## config.mk

```make
export PLATFORM = sky130hd
export DESIGN_NAME = reg_bus_master
export DESIGN_NICKNAME = d
export VERILOG_FILES = /design/src/rtl/reg_bus_master.sv
export SDC_FILE = /design/constraint.sdc
export NUM_CORES = 1
export LEC_CHECK = 0
export CAP_MARGIN = 20
export CORE_AREA = 4 4 75 77
export CTS_CLUSTER_DIAMETER = 60
export DETAILED_ROUTE_END_ITERATION = 16
export DIE_AREA = 0 0 79 81
export GPL_ROUTABILITY_DRIVEN = 0
export GPL_TIMING_DRIVEN = 1
export SYNTH_ARGS = -nofsm -noshare
export SYNTH_HDL_FRONTEND = slang
export SYNTH_SLANG_ARGS = --single-unit
```

## constraint.sdc

```tcl
create_clock -name Clk -period 2.3 [get_ports Clk]
set_input_delay 0.46 -clock Clk [delete_from_list [all_inputs] [get_ports Clk]]
set_output_delay 0.46 -clock Clk [all_outputs]
set_load 0.02 [all_outputs]
```

## src/rtl/reg_bus_master.sv

```systemverilog
// Register-bus master: turns a queued command (address, length, direction,
// chip select) into SETUP / STROBE / HOLD beats on a simple parallel
// register bus. Bursts of 1..4 beats step the address modulo 2^SIZE.
//
// Command handshake: a command transfers on a rising Clk edge where both
// CmdValid and CmdReady are 1. CmdReady is high only while the master is
// idle and out of reset. The Cmd* inputs are sampled on that edge only and
// ignored at all other times.
module reg_bus_master #(
    parameter int SIZE          = 5,
    parameter int DATASIZE      = 8,
    parameter int STROBE_CYCLES = 2
) (
    input  logic                Clk,
    input  logic                Reset,
    input  logic                CmdValid,
    output logic                CmdReady,
    input  logic                CmdRW,
    input  logic                CmdChip,
    input  logic                CmdAB,
    input  logic [SIZE-1:0]     CmdAddr,
    input  logic [1:0]          CmdLen,
    input  logic [DATASIZE-1:0] CmdData,
    output logic [SIZE-1:0]     Address,
    output logic                RW,
    output logic [1:0]          CS,
    output logic                AB,
    output logic [DATASIZE-1:0] DataOut,
    input  logic [DATASIZE-1:0] DataIn,
    output logic [DATASIZE-1:0] RdData,
    output logic                RdValid,
    output logic                Done,
    output logic [1:0]          dbg_state_o
);

    typedef enum logic [1:0] {
        IDLE   = 2'd0,
        SETUP  = 2'd1,
        STROBE = 2'd2,
        HOLD   = 2'd3
    } state_t;

    // Counter value of the final strobe cycle of a beat.
    localparam logic [2:0] STROBE_LAST = 3'(STROBE_CYCLES - 1);

    state_t              state_q, state_d;
    logic [2:0]          cnt_q, cnt_d;
    logic [1:0]          beat_q, beat_d;
    logic [1:0]          len_q, len_d;
    logic                chip_q, chip_d;
    logic [SIZE-1:0]     addr_q, addr_d;
    logic                rw_q, rw_d;
    logic [1:0]          cs_q, cs_d;
    logic                ab_q, ab_d;
    logic [DATASIZE-1:0] dout_q, dout_d;
    logic [DATASIZE-1:0] rd_q, rd_d;
    logic                rdv_q, rdv_d;
    logic                done_q, done_d;
    logic [1:0]          chip_sel;

    // Chip 0 maps to CS=01, chip 1 to CS=10; CS=11 is never produced.
    assign chip_sel = chip_q ? 2'b10 : 2'b01;

    assign CmdReady    = (state_q == IDLE) && Reset;
    assign Address     = addr_q;
    assign RW          = rw_q;
    assign CS          = cs_q;
    assign AB          = ab_q;
    assign DataOut     = dout_q;
    assign RdData      = rd_q;
    assign RdValid     = rdv_q;
    assign Done        = done_q;
    assign dbg_state_o = state_q;

    // Next-state and next-output logic; bus outputs are registered, so each
    // value is computed for the state being entered.
    always_comb begin
        state_d = state_q;
        cnt_d   = cnt_q;
        beat_d  = beat_q;
        len_d   = len_q;
        chip_d  = chip_q;
        addr_d  = addr_q;
        rw_d    = rw_q;
        ab_d    = ab_q;
        dout_d  = dout_q;
        rd_d    = rd_q;
        cs_d    = 2'b00;
        rdv_d   = 1'b0;
        done_d  = 1'b0;
        case (state_q)
            IDLE: begin
                if (CmdValid) begin
                    state_d = SETUP;
                    chip_d  = CmdChip;
                    len_d   = CmdLen;
                    beat_d  = 2'd0;
                    addr_d  = CmdAddr;
                    rw_d    = CmdRW;
                    ab_d    = CmdAB;
                    if (!CmdRW) begin
                        dout_d = CmdData;
                    end
                end
            end
            SETUP: begin
                state_d = STROBE;
                cnt_d   = 3'd0;
                cs_d    = chip_sel;
            end
            STROBE: begin
                if (cnt_q == STROBE_LAST) begin
                    state_d = HOLD;
                    cnt_d   = 3'd0;
                    if (rw_q) begin
                        rd_d  = DataIn;
                        rdv_d = 1'b1;
                    end
                    done_d = (beat_q == len_q);
                end else begin
                    cnt_d = cnt_q + 3'd1;
                    cs_d  = chip_sel;
                end
            end
            HOLD: begin
                if (beat_q != len_q) begin
                    state_d = SETUP;
                    beat_d  = beat_q + 2'd1;
                    addr_d  = addr_q + SIZE'(1);
                end else begin
                    state_d = IDLE;
                    rw_d    = 1'b1;
                end
            end
            default: state_d = IDLE;
        endcase
    end

    // State and registered bus outputs; reset abandons any command in flight.
    always_ff @(posedge Clk) begin
        if (!Reset) begin
            state_q <= IDLE;
            cnt_q   <= 3'd0;
            beat_q  <= 2'd0;
            len_q   <= 2'd0;
            chip_q  <= 1'b0;
            addr_q  <= '0;
            rw_q    <= 1'b1;
            cs_q    <= 2'b00;
            ab_q    <= 1'b0;
            dout_q  <= '0;
            rd_q    <= '0;
            rdv_q   <= 1'b0;
            done_q  <= 1'b0;
        end else begin
            state_q <= state_d;
            cnt_q   <= cnt_d;
            beat_q  <= beat_d;
            len_q   <= len_d;
            chip_q  <= chip_d;
            addr_q  <= addr_d;
            rw_q    <= rw_d;
            cs_q    <= cs_d;
            ab_q    <= ab_d;
            dout_q  <= dout_d;
            rd_q    <= rd_d;
            rdv_q   <= rdv_d;
            done_q  <= done_d;
        end
    end

endmodule

```

==> impl_metrics.ini, run 1 <==
[power_and_ir_drop]
p_leak_nw = 0.948
vdd_ir_drop_max_v = 0.000602
p_per_area_nw_per_um2 = 965
power_mw = 2.39

[floorplanning]
die_area_sq_um = 6400
start_util_pct = 33.7
core_sq_um = 5010
num_rows = 26
fp.dieH_um = 81
die-width_um = 79
ios = 59

[clock_network]
path_clk_slew_ps = 70
cts_buffers = 5
clkSinkCount = 37
clock_path_buffers = 2
h-tree-depth = 2
cts_hold_buf = 0
root_buffer = clkbuf_8
clk_latency_ps = 290
cts_tree = built
postCtsSetupRepairBufs = 0

[sta]
fmax_mhz = 462
hold_slack_ps = 449
period_share_pct = 94.2
period_minus_slack_ps = 2170
tns_ps = 0
fin_skew_ps = 2.17
fin_ws_ps = 135
finalSetupViolations = 0
grt_setup_unrepaired = no
slew_violations = 0
relSlewSlack_pct = 71.1
hold_viol_final = 0
worst_pin_slew_ps = 432

[synth]
synth_top_area_share_pct = 43.9
mappedNetlistArea_sq_um = 1690
syn_nets = 221
synthTopCellsByArea = dfxtp_1 44%, mux2i_1 7.7%, nand2_1 6.0%, a21oi_1 5.6%, ha_1 4.4%
async_flop_share_pct = 0
ys_ff_latch = 37
synthCells = 186
syn_area_per_cell_sq_um = 9.07
synth_warnings = 0
yosysSeqAreaShare_pct = 43.9
ys_types = 43
synthFlopType = dfxtp_1
synth-edff-count = 0
yosys.area.top_type = dfxtp_1

[cells_and_area]
final_cell_mix = 58 x clkdlybuf4s50_1, 37 x dfxtp_1, 27 x nand2_1
final_cells = 319
final_core_util_pct = 49.5
nNetsFinal = 283
drive_above_1_share_pct = 10.0
fin_area_sq_um = 2480
final_common_cell = clkdlybuf4s50_1
antenna_cells = 0
syn_to_final_growth_pct = 46.8

[route]
wire_per_inst_um = 12.9
vias_per_cell = 4.63
drc = 0
drtAntennaViolNets = 0
via_count = 1478
dr.pass1.iters = 4
routed_wl_um = 4100
drtIter0Drc = 47

[setup_path]
worstPathRequired_ps = 1840
cp-end-kind = primary output
reg2reg_slack_ps = 470
crit_chain = inv_1 > ha_1 > and2_1 > clkdlybuf4s50_1
cp.buffers_inverters = 2
cp.depth = 4
startpoint_type = flop
critPathMaxStageDelay_ps = 530
path_max_fanout = 6
cp_top_family = buffers and inverters
crit_type = reg2out
cp_slowest_cell = clkdlybuf4s50_1
crit_arrival_ps = 1710
r2r_cells = 7

[placed_design]
dp_slack_ps = 188
dpl.hpwl_um = 3030
placed_area_sq_um = 2360
dp_cells = 311
portBuffers = 58

[outcome]
outcome = finished, final reports clean

[global_route]
grt_pass1_vias = 1458
overflow = 0
grt_max_degree = 14
grt_pass1_wl_um = 6800
antenna_found_initial = 0
track_usage_pct = 13.4

[worst_hold_path]
holdPathStages = 1
hp-class = reg2reg

[flow_run]
cap_violations = 0
==> synth_stat cells, drive strengths merged (2+ instances only) <==
master	count
dfxtp	37
inv	4
o21ai	3
and2	2
a311oi	3
nor3	2
mux2i	13
nand4	2
nor2	19
nand3	8
buf	4
a21oi	21
a21o	2
nand2b	2
nand3b	2
xnor2	2
ha	6
clkbuf	6
nand2	28
o21a	2
==> worst reg2reg max path: stages, from the launching register on <==
cell,delay (ps)
dfxtp_1,440
inv_1,120
ha_1,210
buf_4,170
mux2_2,350
nand2_2,140
o21ai_1,70
a311oi_1,250
==> registers in the layout, summed over array words and instances, names as in the netlist <==
signal,cells
cnt_q,3
Address,5
DataOut,8
CS,2
RW,1
len_q,2
chip_q,1
AB,1
dbg_state_o,2
beat_q,2
Done,1
RdData,8
RdValid,1
==> path summary, 6_finish.rpt <==
kind	endpoint	start
max	CmdReady	dbg_state_o[1]
min	CS[0]	chip_q
max reg2reg	Address[2]	dbg_state_o[1]
min reg2reg	CS[0]	chip_q
==> layer usage <==
layer	vias up	GRT usage, %	wire (um)
met5	-	0	0
met2	35	21.0	1860
met1	666	17.6	1980
met3	4	5.10	232
met4	0	3.09	29
li1	773	-	-
==> repair_timing <==
action | 4_1_cts | 5_1_grt
hold endpoints to repair | 0 | 0
gates resized for setup | 0 | 1
endpoints found under the setup margin | 0 | 1
==> cell families after synthesis <==
group	share of synthesized area, %
mux	8.38
compound gates	17.6
flops	43.9
simple gates	19.9
fa+ha+maj	4.45
buf+inv	3.85
xor+xnor	1.93
==> layout make-up <==
class	instances	area, sq um
multi-input cells	134	882
clock buffers	7	86.3
clock inverters	1	30.0
inverters	5	18.8
flip-flops and latches	37	741
fillers	532	2530
well taps	70	87.6
repair buffers	65	633
==> report_power, final <==
group          total (mW)  leakage [nW]  internal [mW]  switching (mW)
combinational       0.981         0.588          0.458           0.523
clock               0.588        0.0585          0.354           0.234
sequential          0.823         0.301          0.731          0.0914
total                2.39         0.948           1.54           0.848
Note: power is estimated with default switching activity, not from simulation.
==> run 2: changes to the inputs <==
--- a/config.mk
+++ b/config.mk
@@ -12,6 +12,7 @@
 export DIE_AREA = 0 0 79 81
 export GPL_ROUTABILITY_DRIVEN = 0
 export GPL_TIMING_DRIVEN = 1
+export PLACE_DENSITY = 0.65
 export SYNTH_ARGS = -nofsm -noshare
 export SYNTH_HDL_FRONTEND = slang
 export SYNTH_SLANG_ARGS = --single-unit
==> constraint.sdc (replaced) <==
create_clock -name Clk -period 1.8 [get_ports Clk]
set_input_delay 0.36 -clock Clk [delete_from_list [all_inputs] [get_ports Clk]]
set_output_delay 0.36 -clock Clk [all_outputs]
set_load 0.02 [all_outputs]
==> run 2 against run 1 <==
Compared with the run above:
- non-clock buffer count is 7 higher
- worst setup slack lost 57 ps
- via count rose by 0.68%
- count of clock-buffer cells in the layout decreased by 1
- die area stayed put
- highest routed layer unchanged
- hold slack worse by 2.1 ps
- utilization grew 1.3 points
- critical endpoint is now dbg_state_o[1]
- critical path depth is 2 lower
- register-to-register slack got worse by 340 ps
==> impl_metrics.ini, run 2 (synthesized netlist as in run 1, its figures left out) <==
[power_and_ir_drop]
power_mw = 3.14
p_leak_nw = 0.984
p_per_area_nw_per_um2 = 1230
vdd_ir_drop_max_v = 0.000796

[cells_and_area]
antenna_cells = 0
fin_area_sq_um = 2540
nNetsFinal = 290
syn_to_final_growth_pct = 50.8
final_common_cell = clkdlybuf4s50_1
drive_above_1_share_pct = 13.7
final_cells = 326
final_cell_mix = 57 x clkdlybuf4s50_1, 35 x dfxtp_1, 27 x nand2_1
final_core_util_pct = 50.8

[route]
wl_met3_um = 293
routed_wl_um = 4020
wire_per_inst_um = 12.3
drtAntennaViolNets = 0
drc = 0
drtIter0Drc = 58
dr_wl_met2_um = 1860
dr.pass1.iters = 4
top_layer = met4
via_count = 1488
wl_met1_um = 1820
vias_per_cell = 4.56

[sta]
fin_ws_ps = 77.3
tns_ps = 0
finalSetupViolations = 0
grt_setup_unrepaired = no
period_minus_slack_ps = 1720
slew_violations = 0
worst_pin_slew_ps = 362
fin_skew_ps = 2.40
period_share_pct = 95.7
fmax_mhz = 580
hold_slack_ps = 447
relSlewSlack_pct = 75.8
hold_viol_final = 0

[global_route]
grt_pass1_vias = 1479
grt_pass1_wl_um = 6800
track_usage_pct = 13.5
overflow = 0
antenna_found_initial = 0
grt_max_degree = 13

[placed_design]
placed_area_sq_um = 2420
dpl.hpwl_um = 3020
dp_cells = 318
portBuffers = 58
dp_slack_ps = -111

[setup_path]
crit_type = reg2out
crit_arrival_ps = 1360
reg2reg_slack_ps = 130
cp-end-kind = primary output
startpoint_type = flop
path_max_fanout = 4
worstPathRequired_ps = 1440

[clock_network]
root_buffer = clkbuf_8
path_clk_slew_ps = 70
clk_latency_ps = 290
h-tree-depth = 2
cts_buffers = 5
clkSinkCount = 37
cts_tree = built
clock_path_buffers = 2

[floorplanning]
die_area_sq_um = 6400
core_sq_um = 5010
ios = 59
fp.dieH_um = 81
die-width_um = 79
num_rows = 26
start_util_pct = 33.7

[outcome]
outcome = finished, final reports clean

[worst_hold_path]
hp-class = reg2reg

[flow_run]
cap_violations = 0
run 2: what timing repair did:
item | CTS | global route
endpoints found under the setup margin | 1 | 2
setup buffers | 0 | 0
hold buffers | 0 | 0
gates resized for setup | 2 | 2
run 2: critical path: stages (launching register included):
cell and delay (ps):
dfxtp_2 360, buf_4 120, clkdlybuf4s50_1 590
run 2: layer usage:
layer,global-route usage [%],vias to the layer above
li1,-,779
met1,17.2,664
met2,22.1,42
met3,4.43,3
met4,3.61,0
met5,0,-
run 2: worst paths after layout:
path                        from        endpoint  depth (start not counted)
hold / removal            chip_q           CS[1]                          2
setup reg to reg  dbg_state_o[1]       beat_q[0]                          8
setup / recovery  dbg_state_o[1]  dbg_state_o[1]                          2
hold reg to reg           chip_q           CS[1]                          2
run 2: cell type report:
class                           count  area [sq um]
Timing Repair Buffer               72           686
Multi-Input combinational cell    134           890
Tap cell                           70          87.6
Fill cell                         509          2460
Clock buffer                        6          82.6
Sequential cell                    37           743
Inverter                            5          18.8
Clock inverter                      2          37.5
run 2: report_power, final:
| group | total, mW | switching [mW] | internal, mW |
|---|---|---|---|
| Sequential | 1.04 | 0.105 | 0.939 |
| Combinational | 1.33 | 0.685 | 0.648 |
| Clock | 0.760 | 0.309 | 0.451 |
| Total | 3.14 | 1.10 | 2.04 |
